`config.mk`:
```
export PLATFORM = sky130hd
export DESIGN_NAME = pc_unit_ras
export DESIGN_NICKNAME = d
export VERILOG_FILES = /design/src/rtl/pc_unit_ras.sv
export SDC_FILE = /design/constraint.sdc
export NUM_CORES = 1
export LEC_CHECK = 0
export ABC_AREA = 1
export CAP_MARGIN = 20
export CORE_MARGIN = 2
export CORE_UTILIZATION = 56
export DETAILED_ROUTE_END_ITERATION = 8
export GPL_ROUTABILITY_DRIVEN = 0
export PLACE_DENSITY = 0.93
export SLEW_MARGIN = 20
export SYNTH_ARGS = -nofsm -noshare
export SYNTH_HDL_FRONTEND = slang
export SYNTH_SLANG_ARGS = --single-unit
```
`constraint.sdc`:
```
create_clock -name CLK -period 3.4 [get_ports CLK]
set_input_delay 0.34 -clock CLK [delete_from_list [all_inputs] [get_ports CLK]]
set_output_delay 0.34 -clock CLK [all_outputs]
set_load 0.01 [all_outputs]
```
`src/rtl/pc_unit_ras.sv`:
```
// rtl/pc_unit_ras.sv - fetch program counter with jump, call/return and circular return-address stack
module pc_unit_ras #(
  parameter int               WIDTH       = 32,
  parameter logic [WIDTH-1:0] RESET_ADDR  = '0,
  parameter int               INSTR_BYTES = 4,
  parameter int               RAS_DEPTH   = 4
) (
  input  logic             CLK,
  input  logic             RESET_N,
  input  logic             BUSYWAIT,
  input  logic [2:0]       PC_MODE,
  input  logic             COND,
  input  logic [WIDTH-1:0] OFFSET,
  input  logic [WIDTH-1:0] TARGET,
  output logic [WIDTH-1:0] PC_DATA,
  output logic [WIDTH-1:0] PC_PLUS,
  output logic [WIDTH-1:0] RAS_TOP,
  output logic             RAS_EMPTY,
  output logic             RAS_FULL,
  output logic             RAS_OVF,
  output logic             RAS_UNF
);

  localparam int PW = (RAS_DEPTH > 1) ? $clog2(RAS_DEPTH) : 1;
  localparam int CW = $clog2(RAS_DEPTH + 1);

  localparam logic [PW-1:0] LAST_IDX = PW'(RAS_DEPTH - 1);
  localparam logic [CW-1:0] DEPTH_CNT = CW'(RAS_DEPTH);

  localparam logic [2:0] MODE_SEQ    = 3'd0;
  localparam logic [2:0] MODE_BRANCH = 3'd1;
  localparam logic [2:0] MODE_JUMP   = 3'd2;
  localparam logic [2:0] MODE_CALL   = 3'd3;
  localparam logic [2:0] MODE_RET    = 3'd4;

  logic [WIDTH-1:0] pc_q, pc_d;
  logic [PW-1:0]    wp_q, wp_d;      // next slot to write; top entry sits one below
  logic [CW-1:0]    cnt_q, cnt_d;
  logic             ovf_q, ovf_d;
  logic             unf_q, unf_d;
  logic [WIDTH-1:0] ras_q [RAS_DEPTH];
  logic [WIDTH-1:0] ras_d [RAS_DEPTH];

  logic [PW-1:0]    top_idx;
  logic [PW-1:0]    wp_inc;
  logic             push, pop;

  // Derived views of the registered stack state
  always_comb begin
    top_idx   = (wp_q == '0) ? LAST_IDX : wp_q - PW'(1);
    wp_inc    = (wp_q == LAST_IDX) ? '0 : wp_q + PW'(1);
    PC_DATA   = pc_q;
    PC_PLUS   = pc_q + WIDTH'(INSTR_BYTES);
    RAS_EMPTY = (cnt_q == '0);
    RAS_FULL  = (cnt_q == DEPTH_CNT);
    RAS_TOP   = RAS_EMPTY ? '0 : ras_q[top_idx];
    RAS_OVF   = ovf_q;
    RAS_UNF   = unf_q;
  end

  // Next PC selection and stack push/pop; a stall freezes everything
  always_comb begin
    pc_d  = pc_q;
    wp_d  = wp_q;
    cnt_d = cnt_q;
    ovf_d = ovf_q;
    unf_d = unf_q;
    ras_d = ras_q;
    push  = 1'b0;
    pop   = 1'b0;

    if (!BUSYWAIT) begin
      case (PC_MODE)
        MODE_SEQ:    pc_d = PC_PLUS;
        MODE_BRANCH: pc_d = COND ? PC_PLUS + OFFSET : PC_PLUS;
        MODE_JUMP:   pc_d = TARGET;
        MODE_CALL: begin
          pc_d = PC_PLUS + OFFSET;
          push = 1'b1;
        end
        MODE_RET: begin
          if (RAS_EMPTY) begin
            pc_d  = PC_PLUS;
            unf_d = 1'b1;
          end else begin
            pc_d = ras_q[top_idx];
            pop  = 1'b1;
          end
        end
        default:     pc_d = PC_PLUS;
      endcase
    end

    // When full, wp already points at the oldest entry, so a push overwrites it
    if (push) begin
      ras_d[wp_q] = PC_PLUS;
      wp_d        = wp_inc;
      if (RAS_FULL) ovf_d = 1'b1;
      else          cnt_d = cnt_q + CW'(1);
    end else if (pop) begin
      wp_d  = top_idx;
      cnt_d = cnt_q - CW'(1);
    end
  end

  // State registers with asynchronous clear
  always_ff @(posedge CLK or negedge RESET_N) begin
    if (!RESET_N) begin
      pc_q  <= RESET_ADDR;
      wp_q  <= '0;
      cnt_q <= '0;
      ovf_q <= 1'b0;
      unf_q <= 1'b0;
      for (int i = 0; i < RAS_DEPTH; i++) ras_q[i] <= '0;
    end else begin
      pc_q  <= pc_d;
      wp_q  <= wp_d;
      cnt_q <= cnt_d;
      ovf_q <= ovf_d;
      unf_q <= unf_d;
      for (int i = 0; i < RAS_DEPTH; i++) ras_q[i] <= ras_d[i];
    end
  end

endmodule

```
# Yosys cells after proc, flatten, opt, wreduce, memory -nomap -nowiden
# Cells that the tools add are included.
# word_totals
register_bits	167
inputBits	71
output_inout_bits	100
# classes
addsub	6
n_lt_le_gt_ge	3
n_eq_ne	7
mux	22
n_bitwise	3
reduce_logical	7
# op_table
cell	count
2-to-1 mux 32 bit	6
bitwise mux 128 bit	1
case mux 32 bit (4 select lines)	1
binary-select mux 32 bit (select 2 bit)	1
demux 32 bit (select 2 bit)	1
adder 32 x 3 -> 32 bit (second input constant)	1
adder 32 bit	1
2-to-1 mux 3 bit	3
2-to-1 mux 2 bit	4
== test 3 x 2 -> 1 bit (second input constant)	2
== test 3 bit (second input constant)	2
greater-or-equal comparator 3 bit (second input constant)	2
inverter 2 -> 3 bit	2
2-to-1 mux 1 bit	5
AND reduction 2 bit	2
adder 3 x 1 -> 3 bit (second input constant)	1
== test 3 x 1 -> 1 bit (second input constant)	1
zero test 3 bit	1
less-than comparator 3 x 1 -> 1 bit (second input constant)	1
AND reduction 3 bit	1
subtractor 3 x 1 -> 3 bit (second input constant)	1
adder 2 x 1 -> 2 bit (second input constant)	1
== test 2 bit (second input constant)	1
zero test 2 bit	1
other kinds (5)	5

# Depth between registers and ports, before layout
# logic_depth
depth_word	8
ltp_mapped	24

# Least setup slack after synthesis
# OpenSTA, ideal clock, no wires.
# synth_timing
path_type	reg-to-reg
start	reg pc_q[3] (netlist: PC_DATA[3])
end	reg pc_q[14] (netlist: PC_DATA[14])
setup_ns	0.117
t_arrival_ns	2.783
setup_slack_ns	0.500
stages_incl_launch_ff	18
n_path_buf	0
path_cell_list	dfrtp_1 -> ha_1 -> nand3_2 -> inv_2 -> nand2_2 -> xnor2_1 -> ha_1 -> nand2_1 -> inv_1 -> nand2_1 -> inv_1 -> a21oi_1 -> nand2_1 -> or2_2 -> nand3_1 -> nand3_1 -> o21ai_1 -> inv_1
# synth_via
elab_chain_len	4
elab_cells_between_ends	5
classes_between	2 x add/sub; 3 x mux
# synth_rtl
item	line	source
from (decl)	36	logic [WIDTH-1:0] pc_q, pc_d;
from (signal assigned)	116	pc_q <= pc_d;
adder 32 x 3 -> 32 bit *	53	PC_PLUS = pc_q + WIDTH'(INSTR_BYTES);
via PC_PLUS[10]	16	output logic [WIDTH-1:0] PC_PLUS,
adder 32 bit *	75, 78	
2-to-1 mux 32 bit	75	MODE_BRANCH: pc_d = COND ? PC_PLUS + OFFSET : PC_PLUS;
case mux 32 bit (4 select lines) *	73	case (PC_MODE)
# The timed path passes the listed nets; every way through them passes the cells marked *.
# A chain may end at the register's enable or synchronous reset.

# Worst setup path in the final report
# layout_timing
start	reg pc_q[13] (netlist: PC_DATA[13])
end	reg pc_q[19] (netlist: PC_DATA[19])
# layout_via
elab_chain_len	4
elab_cells_between_ends	5
classes_between	2 x add/sub; 3 x mux
# layout_rtl
item	line
adder 32 x 3 -> 32 bit *	53
adder 32 bit	75, 78
2-to-1 mux 32 bit	75
case mux 32 bit (4 select lines) *	73
# Every way passes the cells marked *; elsewhere a longest branch is shown, timed or not.

==> flow_summary.yaml <==
sta:
  final-max-slew-violation-count: 0
  finalCriticalPeriod_ns: 3.50
  worst_max_slew_margin_expressed_relative_to_the_limit_pct: 37.6
  worst_clock_skew_ns: 0.0214
  final_hold_viol_count: 0
  peak_clock_frequency_supported_by_timing_mhz: 286
  finalCritPeriodShare_pct: 103
  finalSetupViolCount: 4
  worst_slew_pin_slew_ns: 0.935
  final_critical_path_setup_slack_ns: -0.0973
setup_path:
  path_common_cell: "nand2_1"
  crit_path_start: "PC_DATA[13]$_DFFE_PN0N_"
  endpoint_kind: "flop"
  worstPathRequired_ns: 3.73
  worst_path_dominant_cell_family: "simple AND/OR/NAND/NOR gates"
  critical_path.max_fanout: 6
  worst_r2r_startpoint: "PC_DATA[13]$_DFFE_PN0N_"
  critPathArrivalTime_ns: 3.83
  path_buf_inv: 2
  path_cells: "nand2_1, nor2_1, nand2_1, nor2_1, xnor2_2, inv_1, ha_1, nand2_1, nor2_2, inv_1, nor2_2, nand4_1, nand3_1, nand2_1, nand3_1, nand3_1, nand2_1, nand2_1"
  critical-path-max-stage-delay_ns: 0.61
  timing_worst_setup_path_type: "reg2reg"
  ff2ff_setup_slack_ns: -0.1
  startpoint_class_of_the_critical_path: "flop"
  slowest_cell_on_the_critical_path: "dfrtp_1"
floorplan:
  floorplan.io_pins: 171
  initial_core_util_pct: 56.9
  dieWidth_um: 150
  num_rows: 53
  floorplan.die_area_um2: 22500
  fp.dieH_um: 150
  core_box_area_um2: 21000
layout:
  drive_above_1_share_pct: 8.87
  area_growth_syn_to_layout_pct: 23.2
  n_diodes: 0
  final-instance-count-excl-fill: 2270
  nets: 2097
  final_design_area_excluding_fillers_um2: 14700
  layout.filler_cells: 1566
logic_synthesis:
  count_of_distinct_cell_types_in_the_synthesized_netlist: 45
  synth.cell_area_um2: 11900
  post_synthesis_sequential_area_ratio_pct: 35.0
  synth_top_cell_area_share_pct: 35.0
  postSynth.asyncResetShare_pct: 100
  synth_edf_count: 0
  synthFlopType: "dfrtp_1"
  synth-seq-cells: 167
  synth.cells.most_frequent: "nand2_1 (656), inv_1 (250), dfrtp_1 (167), o21ai_0 (127), nand3_1 (124)"
  synth_warnings: 0
  netlist_instances: 1820
  synth.area.top_cells: "dfrtp_1 (35%), nand2_1 (21%), inv_1 (7.9%), o21ai_0 (5.3%), nand3_1 (5.2%)"
  postSynthAreaPerCell_um2: 6.55
  yosysMostFrequentCell: "nand2_1"
  net_count_after_synthesis: 1935
  synth_area_leader_cell: "dfrtp_1"
power_and_ir_drop:
  switching_share_pct: 48.5
  clk_pwr_share_pct: 13.6
  power.density_nw_per_um2: 955
  vdd_drop_max_uv: 476
  power_leakage_uw: 0.00743
  total_power_uw: 14000
  combinationalPowerShare_pct: 61.6
  seq_power_share_pct: 24.8
  p_sw_uw: 6800
  p_int_uw: 7220
grt:
  grt_max_degree: 103
  grt_pass1_wl_mm: 64.8
  global_route.usage.total_pct: 37.3
  initial_antenna_violation_count: 0
  grt_remaining_overflow: 0
  grt_pass1_vias: 12700
routing:
  drt_iter0_drc: 2466
  wl_per_cell_um: 19.1
  route.antenna.remaining_nets: 0
  drc: 0
  routed_wl_mm: 43.3
  routed-via-count: 13800
  dr.pass1.iters: 7
  viasPerCell: 6.06
clock_network:
  path_clk_slew_ns: 0.07
  clock_tree.htree_level_count: 4
  cts.hold.buffers_added: 0
  cts_tree: "yes"
  clk_path_buf_depth: 2
  clkSinkCount: 167
  clkLatencyLatePin_ns: 0.45
  clockRootBuffer: "clkbuf_16"
  cts_inserted_buffers: 17
placement:
  place_ws_ns: -0.00503
  placed_cell_area_um2: 14000
  numPortBuffers: 170
  dp.cells: 2235
  place.detailed.hpwl_mm: 30.1
outcome:
  violated_checks: "negative setup slack"
  status: "complete, but fails checks"
worst_hold_path:
  hold_class: "in2async"
run:
  timing.max_cap.violations: 0
-- power groups by stage --
stage / clock (uW) / sequential (uW) / combinational, uW
floorplan: 0 / 3320 / 4670
global placement: 0 / 3370 / 7830
detailed placement: 0 / 3420 / 8050
CTS: 1880 / 3410 / 8170
global route: 1980 / 3530 / 9200
finish: 1910 / 3480 / 8640
-- sequential cells by signal (all words and copies together) (netlist names) --
name	flops
PC_DATA	32
ras_q	128
RAS_UNF	1
RAS_OVF	1
cnt_q	3
wp_q	2
-- final timing paths --
kind                                      endpoint  cells after the start
setup / recovery           PC_DATA[19]$_DFFE_PN0N_                     18
hold reg to reg                RAS_OVF$_DFFE_PN0P_                      2
setup reg to reg           PC_DATA[19]$_DFFE_PN0N_                     18
hold / removal               ras_q[75]$_DFFE_PN0P_                      1
max in group asynchronous    ras_q[56]$_DFFE_PN0P_                      2
min in group CLK               RAS_OVF$_DFFE_PN0P_                      2
-- routing by layer --
| layer | part of all wire, % | track usage (%) |
|---|---|---|
| met5 | 0 | 0 |
| met4 | 8.1 | 23.2 |
| met3 | 14 | 9.12 |
| met2 | 44 | 57.6 |
| met1 | 34 | 47.1 |
-- cell usage in the layout, fill, tap and decap left out, types with 7 or more instances in the layout --
| cell type | count |
|---|---|
| inv_2 | 21 |
| buf_4 | 36 |
| ha_1 | 40 |
| nor2_4 | 10 |
| clkdlybuf4s50_1 | 169 |
| nor2_1 | 85 |
| nand3b_1 | 7 |
| dfrtp_1 | 162 |
| nor2_2 | 15 |
| or2_2 | 10 |
| inv_1 | 249 |
| o21ai_0 | 127 |
| and3_1 | 8 |
| nand2_2 | 14 |
| clkbuf_16 | 18 |
| o21ai_1 | 31 |
| nor3_1 | 17 |
| nand2_1 | 653 |
| nand4_1 | 15 |
| a21oi_1 | 83 |
| nand3_1 | 124 |
-- repair_timing --
item / 4_1_cts / 5_1_grt
cloned: 0 / 1
endpoints found under the setup margin: 3 / 27
pin swaps: 0 / 1
gates resized for setup: 2 / 25
setup buffers: 0 / 2
-- final cells by class --
class / instances / area (um^2) / area share, %
inverters: 271 / 1020 / 6.95
clock inverters: 14 / 131 / 0.895
flip-flops and latches: 167 / 4190 / 28.5
well taps: 275 / 344 / 2.34
multi-input cells: 1315 / 6510 / 44.3
clock buffers: 18 / 439 / 2.99
repair buffers: 210 / 2060 / 14.0
-- metrics by stage --
step | util, % | TNS [ns] | hold WS, ns
after floorplan | - | 0 | 0.0444
after global placement | 66.7 | -0.0534 | 0.449
after detailed placement | 66.7 | -0.00503 | 0.452
after CTS | 69.5 | 0 | 0.0585
after global routing | 70.1 | -0.674 | 0.0917
final | 70.1 | -0.206 | 0.0384
-- cells by family after synthesis --
logic type	share of synthesized area, %
flops	35.0
fa+ha+maj	4.74
mux	0.0944
simple gates	35.0
buf+inv	11.2
compound gates	12.5
xor+xnor	1.35
Note: power is estimated with default switching activity, not from simulation.
